===== config.mk =====
export PLATFORM = sky130hd
export DESIGN_NAME = pci_hpram_arbiter
export DESIGN_NICKNAME = d
export VERILOG_FILES = /design/src/rtl/pci_hpram_arbiter.sv
export SDC_FILE = /design/constraint.sdc
export NUM_CORES = 1
export LEC_CHECK = 0
export ABC_AREA = 1
export CAP_MARGIN = 25
export CORE_MARGIN = 5
export CORE_UTILIZATION = 35
export CTS_CLUSTER_DIAMETER = 50
export DETAILED_ROUTE_END_ITERATION = 7
export GPL_ROUTABILITY_DRIVEN = 0
export GPL_TIMING_DRIVEN = 1
export PLACE_DENSITY = 0.7
export SLEW_MARGIN = 20
export SYNTH_ARGS = -nofsm -noshare
export SYNTH_HDL_FRONTEND = slang
export SYNTH_SLANG_ARGS = --single-unit

===== constraint.sdc =====
create_clock -name PHY_CLK33_I -period 2 [get_ports PHY_CLK33_I]
set_clock_uncertainty 0.1 [all_clocks]
set_input_delay 0.4 -clock PHY_CLK33_I [delete_from_list [all_inputs] [get_ports PHY_CLK33_I]]
set_output_delay 0.4 -clock PHY_CLK33_I [all_outputs]
set_load 0.05 [all_outputs]

===== src/rtl/pci_hpram_arbiter.sv =====
// rtl/pci_hpram_arbiter.sv - HPRAM sharing between the PCI target FSM and one local requester
// PCI passes through combinationally while it owns the RAM; local accesses use a req/ack handshake.
module pci_hpram_arbiter #(
    parameter int ADDR_W       = 12,
    parameter int CNT_W        = 8,
    parameter int STARVE_LIMIT = 200
) (
    input  logic              PHY_CLK33_I,
    input  logic              PHY_RST_I,
    input  logic              PCI_CLAIM_I,
    input  logic              PCI_IDLE_I,
    input  logic [ADDR_W-1:0] PCI_RAM_ADD_I,
    input  logic [31:0]       PCI_RAM_DATA_I,
    input  logic [3:0]        PCI_RAM_WEN_I,
    input  logic              LOC_REQ_I,
    input  logic              LOC_WR_I,
    input  logic [ADDR_W-1:0] LOC_ADD_I,
    input  logic [31:0]       LOC_DATA_I,
    input  logic [3:0]        LOC_BE_I,
    output logic              LOC_ACK_O,
    output logic [31:0]       LOC_RDATA_O,
    output logic              LOC_STARVE_O,
    output logic              PCI_OWN_O,
    output logic [ADDR_W-1:0] RAM_ADD_O,
    output logic [31:0]       RAM_DATA_O,
    output logic [3:0]        RAM_WEN_O,
    input  logic [31:0]       RAM_DATA_I
);

    typedef enum logic [1:0] {
        S_IDLE,
        S_ISSUE,
        S_CAPTURE
    } state_t;

    localparam logic [CNT_W-1:0] CNT_MAX = '1;
    localparam logic [CNT_W-1:0] LIMIT   = CNT_W'(STARVE_LIMIT);

    state_t            state;
    logic [ADDR_W-1:0] loc_add_q;
    logic [31:0]       loc_data_q;
    logic [3:0]        loc_be_q;
    logic              loc_wr_q;
    logic [CNT_W-1:0]  starve_cnt;
    logic [CNT_W-1:0]  cnt_next;
    logic              accept;
    logic              pending;

    // The ack cycle blocks acceptance so back-to-back local accesses are spaced by four cycles.
    assign accept   = (state == S_IDLE) && LOC_REQ_I && !PCI_CLAIM_I && !PCI_OWN_O && !LOC_ACK_O;
    assign pending  = (state == S_IDLE) && LOC_REQ_I && !accept;
    assign cnt_next = (starve_cnt == CNT_MAX) ? starve_cnt : starve_cnt + 1'b1;

    always_ff @(posedge PHY_CLK33_I) begin
        if (PHY_RST_I) begin
            state        <= S_IDLE;
            PCI_OWN_O    <= 1'b0;
            LOC_ACK_O    <= 1'b0;
            LOC_STARVE_O <= 1'b0;
            LOC_RDATA_O  <= '0;
            loc_add_q    <= '0;
            loc_data_q   <= '0;
            loc_be_q     <= '0;
            loc_wr_q     <= 1'b0;
            starve_cnt   <= '0;
        end else begin
            if (PCI_CLAIM_I) begin
                PCI_OWN_O <= 1'b1;
            end else if (PCI_OWN_O && PCI_IDLE_I) begin
                PCI_OWN_O <= 1'b0;
            end

            LOC_ACK_O <= 1'b0;
            case (state)
                S_IDLE: begin
                    if (accept) begin
                        loc_add_q  <= LOC_ADD_I;
                        loc_data_q <= LOC_DATA_I;
                        loc_be_q   <= LOC_BE_I;
                        loc_wr_q   <= LOC_WR_I;
                        state      <= S_ISSUE;
                    end
                end
                S_ISSUE: begin
                    state <= S_CAPTURE;
                end
                S_CAPTURE: begin
                    if (!loc_wr_q) begin
                        LOC_RDATA_O <= RAM_DATA_I;
                    end
                    LOC_ACK_O <= 1'b1;
                    state     <= S_IDLE;
                end
                default: begin
                    state <= S_IDLE;
                end
            endcase

            if (LOC_ACK_O) begin
                starve_cnt   <= '0;
                LOC_STARVE_O <= 1'b0;
            end else if (pending) begin
                starve_cnt <= cnt_next;
                if (cnt_next >= LIMIT) begin
                    LOC_STARVE_O <= 1'b1;
                end
            end
        end
    end

    always_comb begin
        RAM_ADD_O  = loc_add_q;
        RAM_DATA_O = loc_data_q;
        RAM_WEN_O  = '0;
        if (PCI_OWN_O) begin
            RAM_ADD_O  = PCI_RAM_ADD_I;
            RAM_DATA_O = PCI_RAM_DATA_I;
            RAM_WEN_O  = PCI_RAM_WEN_I;
        end else if (state == S_ISSUE && loc_wr_q) begin
            RAM_WEN_O = loc_be_q;
        end
    end

endmodule


### Yosys cells after proc, flatten, opt, wreduce, memory -nomap -nowiden

Cells that the tools add are included.

| operators by class | value |
|---|---|
| add/sub/neg operators | 1 |
| magnitude comparators | 1 |
| eq/ne operators | 4 |
| multiplexer cells | 10 |
| bitwise gates (word level) | 1 |
| reductions and logical operators | 17 |

Operator list:

| cell | number |
|---|---|
| $mux W32 | 1 |
| $mux W12 | 1 |
| $add A8 B1 Y8 const B | 1 |
| $eq A8 B8 Y1 const B | 1 |
| $ge A8 B8 Y1 const B | 1 |
| $mux W4 | 2 |
| $mux W8 | 1 |
| $logic_and A1 B1 Y1 | 7 |
| $reduce_and A2 Y1 | 3 |
| $logic_not A1 Y1 | 4 |
| $pmux W2 S2 | 1 |
| $mux W1 | 3 |
| $eq A2 B1 Y1 const B | 1 |
| $eq A2 B2 Y1 const B | 1 |
| $logic_not A2 Y1 | 1 |
| $mux W2 | 1 |
| $ne A2 B2 Y1 const B | 1 |
| $reduce_bool A2 Y1 | 1 |
| $reduce_or A2 Y1 | 1 |
| $not A1 Y1 | 1 |

| storage, ports and cells | value |
|---|---|
| flip-flop bits (word level) | 94 |
| logic and storage cells | 44 |

### Depth between registers and ports, before layout

Gate-level depths: netlist (run 1).

| logic depth | value |
|---|---|
| word-level depth | 8 |
| depth in mapped cells | 9 |

### Worst setup path after synthesis (run 1)

Ideal clock, no wire load.

| timing path | value |
|---|---|
| kind | register to output |
| from | register PCI_OWN_O |
| to | output RAM_WEN_O[0] |
| arrival time | 2.069 ns |
| setup slack | -0.569 ns |
| stages on the path, launching flop included | 6 |
| path buffers | 2 |
| cells stage by stage | dfxtp_1 > buf_6 > inv_1 > buf_2 > nand2_1 > o21ai_0 |

| between the ends | value |
|---|---|
| cells in the longest elaborated chain, start to end | 1 |

RTL lines:

| what | line | RTL |
|---|---|---|
| start: declaration | 23 | `output logic PCI_OWN_O,` |
| start signal: assignment | 57 | `PCI_OWN_O <= 1'b0;` |
| start signal: assignment | 68 | `PCI_OWN_O <= 1'b1;` |
| start signal: assignment | 70 | `PCI_OWN_O <= 1'b0;` |
| $mux W4 | 115 | `if (PCI_OWN_O) begin` |
| end: declaration | 26 | `output logic [3:0] RAM_WEN_O,` |

No other way between the ends.

### Worst setup path in the final report (run 1)

| timing path | value |
|---|---|
| from | register LOC_RDATA_O[3] |
| to | output LOC_RDATA_O[3] |

RTL lines:

| what | line | RTL |
|---|---|---|
| start: declaration | 21 | `output logic [31:0] LOC_RDATA_O,` |
| start signal: assignment | 60 | `LOC_RDATA_O <= '0;` |
| start signal: assignment | 89 | `LOC_RDATA_O <= RAM_DATA_I;` |

No word-level cell between the ends.

==> summary.md, run 1 <==
| Metric | Value |
|---|---|
| Post-synthesis cell count | 597 |
| GR Util met3 | 0.0548 |
| DR vias | 4489 |
| Worst path bufs/invs | 1 |
| ANT cells | 0 |
| CP top delay family | buffers and inverters |
| Routed WL | 13400 um |
| Cell Chain, Critical Path | clkdlybuf4s50_1 |
| DP Worst Slack | 0.119 ns |
| Nets | 937 |
| Largest net degree at the start of global routing | 65 |
| Final hold vios | 0 |
| CP Capture Type | output pin |
| Worst hold slack | 0.341 ns |
| Max-Slew Margin vs Limit | 0.640 |
| Initial Util | 0.356 |
| First-pass GRT wire length | 21500 um |
| Met2 GRT Util | 0.306 |
| Core area | 11400 sq um |
| Syn_area_per_cell | 6.81 sq um |
| DRC | 0 |
| Initial antenna violation count | 0 |
| Post-Synthesis Cell Area | 4070 sq um |
| Synthesis-stage register bit count | 94 |
| FILL cells | 1069 |
| Overall routing resource usage | 0.183 |
| Routed WL per cell | 14.1 um |
| Post-layout util | 0.584 |
| Fin crit share | 0.986 |
| Clock transition at path regs | 0.07 ns |
| Worst Max-Slew Pin Slew | 0.539 ns |
| Final antenna-violating net count | 0 |
| Netlist cell types | 25 |
| Worst Slack Setup Final | 0.0277 ns |
| Crit Path Category | reg -> out |
| Fmax | 507 MHz |
| Max FO, Critical Path | 2 |
| Slew Limit Fails | 0 |
| Seq/Total Area, Yosys | 0.463 |
| Vias in the first global route | 4472 |
| Slowest CP cell | clkdlybuf4s50_1 |
| Crit path launch type | register |
| FP Rows | 39 |
| Leak | 0.00318 uW |
| Drt first pass iters | 4 |
| Commonest non-fill, non-tap cells in the layout | nand2_1, clkdlybuf4s50_1, nor2_1 |
| Hold Buf Count CTS | 0 |
| Tmin final | 1.97 ns |
| Area growth syn-to-layout | 64.2% |
| Die Wd | 118 um |
| Crit path DAT | 1.47 ns |
| Status | finished, final reports clean |
| Worst path max stage delay | 0.82 ns |
| Synthesized net count | 732 |
| CTS tree | done |
| Die ar. | 13900 sq um |
| Share of layout cells above drive strength 1 | 0.145 |
| RSZ-0062 raised after global routing | false |
| TritonCTS Sinks | 94 |
| Vias per std cell | 4.73 |
| CTS Root Cell | clkbuf_16 |
| Ports | 217 |
| Global routing usage on met1 | 0.226 |
| Die H | 118 um |
| Cell Pwr Density | 748 nW/um^2 |
| YS warnings | 0 |
| Global route overflow | 0 |
| Clock insertion delay at the later pin of the skew report | 0.33 ns |
| Most common cell after layout, fill and taps aside | nand2_1 |
| MaxCap Viol Count | 0 |
| Worst Path Required | 1.50 ns |
| Cts bufs inserted | 9 |
| Clock tree buffer depth | 2 |
| # setup viols final | 0 |
| Hold Path Class | reg -> reg |
| Pwr Total | 4990 uW |
| Peak supply drop | 484 uV |
| DR iter-0 viols | 191 |
| Post-CTS Setup Inserts | 0 |
| Total negative setup slack | 0 ns |
| Final HPWL from detailed placement | 9690 um |
| H-tree levels | 3 |
| Busiest grt layer | met2 |
| I/O Buffers | 216 |
## state kept, by name, summed over array words and instances, names as in the netlist
| register | cells |
|---|---|
| loc_add_q | 12 |
| state | 2 |
| PCI_OWN_O | 1 |
| LOC_RDATA_O | 32 |
| LOC_STARVE_O | 1 |
| LOC_ACK_O | 1 |
| starve_cnt | 8 |
| loc_data_q | 32 |
| loc_be_q | 4 |
| loc_wr_q | 1 |
## metal layers
metal	wire length [um]	vias up
li1	-	2289
met1	5830	2022
met2	6300	160
met3	970	18
met4	250	0
met5	0	-
## through the flow
stage                     cell area [sq um]  std cells
after floorplan                        4110        597
after global placement                 6300        933
after detailed placement               6300        933
after CTS                              6610        949
after global routing                   6670        950
final                                  6670        950
## kinds of logic (layout without fill, tap and decap cells)
group	after synthesis	in the layout	share of synthesized area
flip-flops	94	94	0.463
adder cells (fa/ha/maj)	1	1	0.00308
XOR/XNOR	2	2	0.00431
buffers and inverters	83	293	0.0871
AND/OR/NAND/NOR	283	283	0.277
AO/OA/AOI/OAI	134	134	0.166
## what timing repair did
action,CTS,global route
gates cloned,0,1
pin swaps,0,0
setup endpoints to repair,2,21
resized for setup,2,17
## synthesized netlist by cell type
| master | count | area share |
|---|---|---|
| nand2_1 | 152 | 0.14 |
| nor2_1 | 110 | 0.10 |
| dfxtp_1 | 94 | 0.46 |
| o21ai_0 | 59 | 0.073 |
| inv_1 | 43 | 0.040 |
| a21oi_1 | 40 | 0.049 |
| o21ai_1 | 34 | 0.042 |
| clkbuf_1 | 18 | 0.017 |
| buf_2 | 10 | 0.012 |
| nand3_1 | 8 | 0.0098 |
| inv_2 | 5 | 0.0046 |
| buf_6 | 4 | 0.011 |
| buf_1 | 3 | 0.0028 |
| nor3_1 | 3 | 0.0037 |
| nand2_2 | 2 | 0.0031 |
| nor2_4 | 2 | 0.0055 |
| xnor2_1 | 2 | 0.0043 |
| and3_1 | 1 | 0.0015 |
| ha_1 | 1 | 0.0031 |
| nand3_2 | 1 | 0.0025 |
| nand3b_2 | 1 | 0.0028 |
| nand4_1 | 1 | 0.0015 |
| nand4_2 | 1 | 0.0031 |
| nor2_2 | 1 | 0.0015 |
| o21bai_1 | 1 | 0.0018 |
## report_power, final
| group | switching, uW | total [uW] | internal [uW] |
|---|---|---|---|
| Clock | 732 | 1750 | 1020 |
| Combinational | 707 | 1220 | 510 |
| Sequential | 56.4 | 2030 | 1970 |
## layout make-up
type / instances / area, sq um / area share
Multi-Input combinational cell: 420 / 1870 / 0.280
Tap cell: 143 / 179 / 0.0268
Clock buffer: 11 / 243 / 0.0364
Clock inverter: 5 / 65.1 / 0.00975
Sequential cell: 94 / 1880 / 0.282
Timing Repair Buffer: 229 / 2250 / 0.338
Inverter: 48 / 180 / 0.0270
## worst paths after layout
kind | from | endpoint | slack, ns | cells after the start
setup / recovery | LOC_RDATA_O[3]$_SDFFE_PP0P_ | LOC_RDATA_O[3] | 0.03 | 1
hold / removal | LOC_RDATA_O[6]$_SDFFE_PP0P_ | LOC_RDATA_O[6]$_SDFFE_PP0P_ | 0.34 | 2
setup reg to reg | PCI_OWN_O$_SDFFE_PP0P_ | loc_data_q[24]$_SDFFE_PP0P_ | 0.44 | 7
hold reg to reg | LOC_RDATA_O[6]$_SDFFE_PP0P_ | LOC_RDATA_O[6]$_SDFFE_PP0P_ | 0.34 | 2
No activity file was read; power rests on OpenSTA's default activity.
==> run 2, diff against run 1 <==
--- a/config.mk
+++ b/config.mk
@@ -8,12 +8,12 @@
 export ABC_AREA = 1
 export CAP_MARGIN = 25
 export CORE_MARGIN = 5
-export CORE_UTILIZATION = 35
+export CORE_UTILIZATION = 42
 export CTS_CLUSTER_DIAMETER = 50
 export DETAILED_ROUTE_END_ITERATION = 7
 export GPL_ROUTABILITY_DRIVEN = 0
 export GPL_TIMING_DRIVEN = 1
-export PLACE_DENSITY = 0.7
+export PLACE_DENSITY = 0.82
 export SLEW_MARGIN = 20
 export SYNTH_ARGS = -nofsm -noshare
 export SYNTH_HDL_FRONTEND = slang
==> run 2 against run 1 <==
Against the previous run: register-to-register slack worse by 0.05 ns; clock-buffer cell count up 1; total power down 8.8%; critical path depth up 4; clock power down 25%; via count up 1.3%; largest cell class unchanged; setup slack better by 0.041 ns.
==> summary.md, run 2 (synthesis results as in run 1) <==
| Metric | Value |
|---|---|
| Clock tree buffer depth | 2 (unchanged) |
| First-pass GRT wire length | 20400 um (was 21500 um) |
| TritonCTS Sinks | 94 (unchanged) |
| CTS Root Cell | clkbuf_8 (was clkbuf_16) |
| Initial Util | 0.424 (was 0.356) |
| ANT cells | 0 (unchanged) |
| Hold Buf Count CTS | 0 (unchanged) |
| Worst hold slack | 0.342 ns (was 0.341 ns) |
| Initial antenna violation count | 0 (unchanged) |
| Worst Slack Setup Final | 0.0686 ns (was 0.0277 ns) |
| Vias per std cell | 4.83 (was 4.73) |
| Registers with the most flip-flops | LOC_RDATA_O x32, loc_data_q x32, loc_add_q x12 (unchanged) |
| DR iter-0 viols | 217 (was 191) |
| Final antenna-violating net count | 0 (unchanged) |
| Core area | 9590 sq um (was 11400 sq um) |
| Die Wd | 108 um (was 118 um) |
| Worst Max-Slew Pin Slew | 0.503 ns (was 0.539 ns) |
| Leak | 0.00296 uW (was 0.00318 uW) |
| Vias in the first global route | 4483 (was 4472) |
| Drt first pass iters | 4 (unchanged) |
| Hold Path Class | reg -> reg (unchanged) |
| Fmax | 518 MHz (was 507 MHz) |
| CTS tree | done (unchanged) |
| Share of layout cells above drive strength 1 | 0.153 (was 0.145) |
| DR vias | 4548 (was 4489) |
| Total negative setup slack | 0 ns (unchanged) |
| Final hold vios | 0 (unchanged) |
| Crit path launch type | register (unchanged) |
| Routed WL | 12800 um (was 13400 um) |
| Most common cell after layout, fill and taps aside | nand2_1 (unchanged) |
| DP Worst Slack | 0.0785 ns (was 0.119 ns) |
| Area growth syn-to-layout | 61.2% (was 64.2%) |
| Clock transition at path regs | 0.09 ns (was 0.07 ns) |
| Routed WL per cell | 13.6 um (was 14.1 um) |
| MaxCap Viol Count | 0 (unchanged) |
| Fin crit share | 0.966 (was 0.986) |
| Die ar. | 11700 sq um (was 13900 sq um) |
| Max-Slew Margin vs Limit | 0.664 (was 0.640) |
| Cts bufs inserted | 9 (unchanged) |
| Largest net degree at the start of global routing | 50 (was 65) |
| H-tree levels | 3 (unchanged) |
| Ports | 217 (unchanged) |
| Tmin final | 1.93 ns (was 1.97 ns) |
| RSZ-0062 raised after global routing | true (was false) |
| Overall routing resource usage | 0.217 (was 0.183) |
| Peak supply drop | 423 uV (was 484 uV) |
| Max FO, Critical Path | 5 (was 2) |
| CP Capture Type | output pin (unchanged) |
| Die H | 108 um (was 118 um) |
| Slew Limit Fails | 0 (unchanged) |
| I/O Buffers | 216 (unchanged) |
| Final HPWL from detailed placement | 9950 um (was 9690 um) |
| Worst Path Required | 1.50 ns (about the same) |
| Nets | 939 (was 937) |
| # setup viols final | 0 (unchanged) |
| Global route overflow | 0 (unchanged) |
| Crit path DAT | 1.43 ns (was 1.47 ns) |
| FP Rows | 36 (was 39) |
| DRC | 0 (unchanged) |
| Clock insertion delay at the later pin of the skew report | 0.36 ns (was 0.33 ns) |
| Status | finished, final reports clean (unchanged) |
| Crit Path Category | reg -> out (unchanged) |
| Commonest non-fill, non-tap cells in the layout | nand2_1, clkdlybuf4s50_1, nor2_1 (unchanged) |
| Cell Pwr Density | 694 nW/um^2 (was 748 nW/um^2) |
## run 2: cell count changes in the layout (fill, tap and decap cells not counted), sizes merged
cell / previous run / this run
dlygate4sd2: 2 / 21
clkinvlp: 0 / 2
dlymetal6s2s: 16 / 1
buf: 71 / 76
clkdlybuf4s50: 139 / 133
inv: 50 / 47
## run 2: critical path: stages, from the launching register on
cell,delay [ns]
dfxtp_4,0.37
clkinvlp_4,0.13
buf_4,0.17
nand2_1,0.08
o21ai_2,0.17
buf_12,0.16
## run 2: power breakdown
part	total, uW	switching, uW	internal [uW]	leakage [uW]
Clock	1310	655	652	0.000103
Combinational	1220	706	511	0.00209
Sequential	2030	59.7	1970	0.000768
Total	4550	1420	3130	0.00296
## run 2: through the flow
stage / cell area, sq um / util / cells / total power [uW]
2_1_floorplan: 4110 / - / 597 / 2740
3_3_place_gp: 6320 / 0.659 / 924 / 3260
3_5_place_dp: 6320 / 0.659 / 924 / 3280
4_1_cts: 6530 / 0.680 / 942 / 4580
5_1_grt: 6560 / 0.683 / 942 / 4780
6_report: 6560 / 0.683 / 942 / 4550
## run 2: final cells by class
cell class | count | area, sq um
clock buffer | 12 | 155
clock inverter | 4 | 55.1
fill | 814 | 3040
inverter | 48 | 184
multi-input combinational | 420 | 1880
sequential | 94 | 1890
tap | 133 | 166
timing repair buffer | 231 | 2230
## run 2: what timing repair did
item                       CTS  global route
buffers inserted             2             0
setup endpoints to repair   46            23
pin swaps                    0             3
gates resized for setup     23             9
## run 2: final timing paths
kind                                                   from                     endpoint  slack [ns]  cells past startpoint
worst max register to register       PCI_OWN_O$_SDFFE_PP0P_  loc_data_q[25]$_SDFFE_PP0P_        0.39                      7
worst max-delay path                 PCI_OWN_O$_SDFFE_PP0P_                 RAM_WEN_O[2]        0.07                      5
worst min-delay path            LOC_RDATA_O[2]$_SDFFE_PP0P_  LOC_RDATA_O[2]$_SDFFE_PP0P_        0.34                      2
worst min register to register  LOC_RDATA_O[2]$_SDFFE_PP0P_  LOC_RDATA_O[2]$_SDFFE_PP0P_        0.34                      2
## run 2: layer usage
| layer | part of all wire | GRT usage | up-vias | wire (um) |
|---|---|---|---|---|
| met5 | 0 | 0 | - | 0 |
| met2 | 0.51 | 0.384 | 167 | 6580 |
| met1 | 0.39 | 0.245 | 2057 | 4990 |
| li1 | - | - | 2297 | - |
| met4 | 0.023 | 0.0803 | 0 | 297 |
| met3 | 0.076 | 0.0657 | 27 | 973 |
==> RTL edit 1: new RTL, config.mk and constraints of run 1 <==
Change the parameter `ADDR_W` from 12 to 13.
--- a/src/rtl/pci_hpram_arbiter.sv
+++ b/src/rtl/pci_hpram_arbiter.sv
@@ -2,5 +2,5 @@
 // PCI passes through combinationally while it owns the RAM; local accesses use a req/ack handshake.
 module pci_hpram_arbiter #(
-    parameter int ADDR_W       = 12,
+    parameter int ADDR_W       = 13,
     parameter int CNT_W        = 8,
     parameter int STARVE_LIMIT = 200
Ports: changed (resized LOC_ADD_I, PCI_RAM_ADD_I and RAM_ADD_O); port bits go from 217 to 220. The function was not compared with the original's and may differ.
==> RTL edit 1 against run 1 <==
  * Synthesized area up 3.4%
  * Sequential share of layout area up 0.35 points
  * Sequential cell count up 1
  * Routed wire length down 2.4%
  * Final area down 0.19%
  * Total power up 0.55%
  * Synthesized cell count up 1.7%
  * Worst setup slack better by 0.024 ns
  * Via count down 0.91%
==> RTL edit 1: results (changes against run 1) <==
| Metric | Value |
|---|---|
| WHS Endpoint | LOC_RDATA_O[15]$_SDFFE_PP0P_ |
| FF-to-FF path depth | 8 (+1) |
| Synth top cells by count | nand2_1 (157), nor2_1 (112), dfxtp_1 (95) |
| Adder-cell share of the synthesized area | 0.00298 (-0.0000999) |
| XOR/XNOR Fraction of Synth Area | 0.00417 (-0.000140) |
| Arr. time, crit path | 1.45 ns (-0.02 ns) |
| Leak Pwr | 3.05 nW (-4.1%) |
| Initial detailed-routing violation count | 189 (-1.0%) |
| Int Power | 0.00357 W (+2.1%) |
| Min-Delay Path Class | flip-flop to flip-flop |
| Gate power share | 0.242 (-0.002) |
| Pre-CTS setup slack | 0.0307 ns (-0.0884 ns) |
| Final nets | 948 (+1.2%) |
| Complex-gate fraction of the synthesized area | 0.162 (-0.00359) |
| Vias in the first global route | 4392 (-1.8%) |
| Sequential area share after synthesis | 0.453 (-0.0103) |
| Worst r2r dst | starve_cnt[2]$_SDFFE_PP0P_ |
| Wire length per cell | 13.5 um (-3.8%) |
| First-pass GRT wire length | 21.3 mm (-0.90%) |
| Layout cells sized above 1 | 0.147 (+0.00208) |
| Clk pwr share | 0.349 (about the same) |
| Setup crit start | LOC_RDATA_O[22]$_SDFFE_PP0P_ |
| Hold slack | 0.341 ns (+0.000732 ns) |
| All-Layer GR Usage | 0.180 (-0.00345) |
| Post-synthesis cell count | 607 (+1.7%) |
| Run status | completed |
| Via density | 4.62 (-2.3%) |
| Number of gates resized after CTS | 3 (+1) |
| Worst slew margin | 0.649 (+0.00954) |
| Final Cycle Share | 0.974 (-0.0118) |
| Peak VDD IR | 352 uV (-27%) |
| Post-Route WL | 13.0 mm (-2.4%) |
| Beginning of the worst hold path | LOC_RDATA_O[15]$_SDFFE_PP0P_ |
| Mapped Nets | 744 (+1.6%) |
| DR pass1 iterations | 6 (+2) |
| Largest registers | LOC_RDATA_O: 32 flops, loc_data_q: 32 flops, loc_add_q: 13 flops |
| Slowest Stage Delay on Critical Path | 0.80 ns (-0.02 ns) |
| I/O Buffers | 219 (+1.4%) |
| Reg2reg setup slack | 0.46 ns (+0.02 ns) |
| Worst setup path endpoint | LOC_RDATA_O[22] |
| Dpl cell area | 6330 um2 (+0.36%) |
## RTL edit 1: changes by cell type after synthesis, moves of 3 or more
cell and delta:
o21ai_0 +32, o21ai_1 -30, buf_2 -7, buf_6 +6, nand2_1 +5, buf_1 -3
clkbuf_1 +3
## RTL edit 1: logic make-up after synthesis
kind of cell	Yosys count
flip-flops	95
AND/OR/NAND/NOR	288
adder cells (fa/ha/maj)	1
AO/OA/AOI/OAI	136
XOR/XNOR	2
buffers and inverters	85
## RTL edit 1: per-layer routing
layer / track usage / vias up / wire, um
li1: - / 2309 / -
met1: 0.211 / 1988 / 5230
met2: 0.325 / 136 / 6880
met3: 0.0363 / 15 / 694
met4: 0.0616 / 0 / 225
met5: 0 / - / 0
## RTL edit 1: area by class of cell
type	instances	area, um2
Inverter	50	200
Clock buffer	14	274
Multi-Input combinational cell	427	1900
Sequential cell	95	1900
Fill cell	1149	5250
Tap cell	147	184
Timing Repair Buffer	228	2160
Clock inverter	2	37.5
==> RTL edit 2: new RTL, flow settings as in run 1 <==
Without the edit above. The 3 states of `state_t` get a one-hot encoding in 3 bits.
--- a/src/rtl/pci_hpram_arbiter.sv
+++ b/src/rtl/pci_hpram_arbiter.sv
@@ -28,8 +28,8 @@
 );
 
-    typedef enum logic [1:0] {
-        S_IDLE,
-        S_ISSUE,
-        S_CAPTURE
+    typedef enum logic [2:0] {
+        S_IDLE    = 3'b001,
+        S_ISSUE   = 3'b010,
+        S_CAPTURE = 3'b100
     } state_t;
 
Formal check against the unedited RTL: same outputs for any inputs over 10 cycles, from zero or initial values and one cycle with PHY_RST_I high; not proved beyond that.
==> RTL edit 2 against run 1 <==
  * Routed wire length down 2.4%
  * Final area down 0.34%
  * Maximum frequency up 0.78%
  * Total power down 7.1%
  * Final cell count up 0.74%
  * Sequential cell count up 1
  * Worst setup slack better by 0.015 ns
  * Largest power group unchanged
  * Largest cell class unchanged
  * Non-clock buffer count up 1
  * Combinational power down 9.8%
  * Synthesized cell count up 0.84%
  * Synthesized area up 0.12%
==> RTL edit 2: results (changes against run 1) <==
| Metric | Value |
|---|---|
| Run status | completed |
| Mapped Nets | 737 (+0.68%) |
| Grt met1 use | 0.201 (-0.0252) |
| M3 GR Usage | 0.0798 (+0.0250) |
| All-Layer GR Usage | 0.182 (-0.000988) |
| Worst slew margin | 0.650 (+0.00997) |
| Placed Cells | 940 (+0.75%) |
| Met2 Track Usage GR | 0.317 (+0.0110) |
| Cells taking the most area after synthesis | dfxtp_1 (47%), nand2_1 (15%), o21ai_0 (11%) |
| Filler Cell Count | 1063 (-0.56%) |
| Vias | 4462 (-0.60%) |
| WL met2 | 6.35 mm (+0.65%) |
| Final HPWL DP | 10.1 mm (+3.8%) |
| Seq cells | 95 (+1.1%) |
| WL met1 | 5.15 mm (-12%) |
| First-pass GRT wire length | 21.3 mm (-0.80%) |
| Initial detailed-routing violation count | 117 (-39%) |
| Critical path's top delay family | simple AND/OR/NAND/NOR gates |
| Clock network area share | 0.0388 (-0.00737) |
| Number of gates resized after CTS | 7 (+5) |
| Peak VDD IR | 356 uV (-26%) |
| Synth top cells by count | nand2_1 (158), nor2_1 (115), dfxtp_1 (95) |
| Signal buffers | 230 (+0.44%) |
| Sw frac | 0.292 (-0.00765) |
| Fin util | 0.583 (-0.00197) |
| Post-synth top flop | dfxtp_1 |
| Final Non-Filler Cells | 957 (+0.74%) |
| Max stage delay cell, worst path | dfxtp_4 |
| Pre-CTS setup slack | 0.0713 ns (-0.0478 ns) |
| Critical Path Fanout Max | 4 (+2) |
| Sequential area share after synthesis | 0.467 (+0.00435) |
| Pin count of the biggest net entering global routing | 56 (-14%) |
| NonClk Buf Share | 0.333 (-0.00506) |
| Leak Pwr | 3.03 nW (-4.5%) |
| Slowest Stage Delay on Critical Path | 0.35 ns (-0.47 ns) |
| Dpl cell area | 6270 um2 (-0.50%) |
-- RTL edit 2: cell count changes in the layout (fill, tap and decap cells not counted), moves of 4 or more --
cell / before / now
o21ai_0: 54 / 88
o21ai_1: 35 / 0
nor2_1: 110 / 114
buf_4: 64 / 75
nand3_2: 1 / 5
clkdlybuf4s50_1: 139 / 133
clkinv_2: 0 / 5
o21ai_2: 4 / 0
-- RTL edit 2: final timing paths --
kind	from	to	depth (start not counted)	slack, ns
min	LOC_RDATA_O[2]$_SDFFE_PP0P_	LOC_RDATA_O[2]$_SDFFE_PP0P_	2	0.34
max	state[2]$_SDFFE_PP0P_	RAM_WEN_O[2]	6	0.04
max reg2reg	state[2]$_SDFFE_PP0P_	loc_data_q[10]$_SDFFE_PP0P_	8	0.41
min reg2reg	LOC_RDATA_O[2]$_SDFFE_PP0P_	LOC_RDATA_O[2]$_SDFFE_PP0P_	2	0.34
-- RTL edit 2: power by group through the flow --
stage / Combinational (W) / Sequential, W / Clock, W
finish: 0.00110 / 0.00202 / 0.00152
global route: 0.00118 / 0.00203 / 0.00165
detailed placement: 0.00110 / 0.00206 / 0
global placement: 0.00108 / 0.00206 / 0
CTS: 0.00110 / 0.00202 / 0.00156
floorplan: 0.000606 / 0.00206 / 0
-- RTL edit 2: cell families after synthesis --
group	after synthesis	share of synthesized area
fa+ha+maj	1	0.00307
compound gates	129	0.159
buf+inv	81	0.0815
flops	95	0.467
simple gates	294	0.285
xor+xnor	2	0.00430
-- RTL edit 2: worst reg2reg max path: stages (launching register included) --
cell	delay, ns
dfxtp_4	0.35
buf_4	0.13
inv_1	0.07
nand2_1	0.11
nor2_2	0.16
nand2_2	0.09
buf_4	0.24
o21ai_0	0.18
nor2_1	0.06
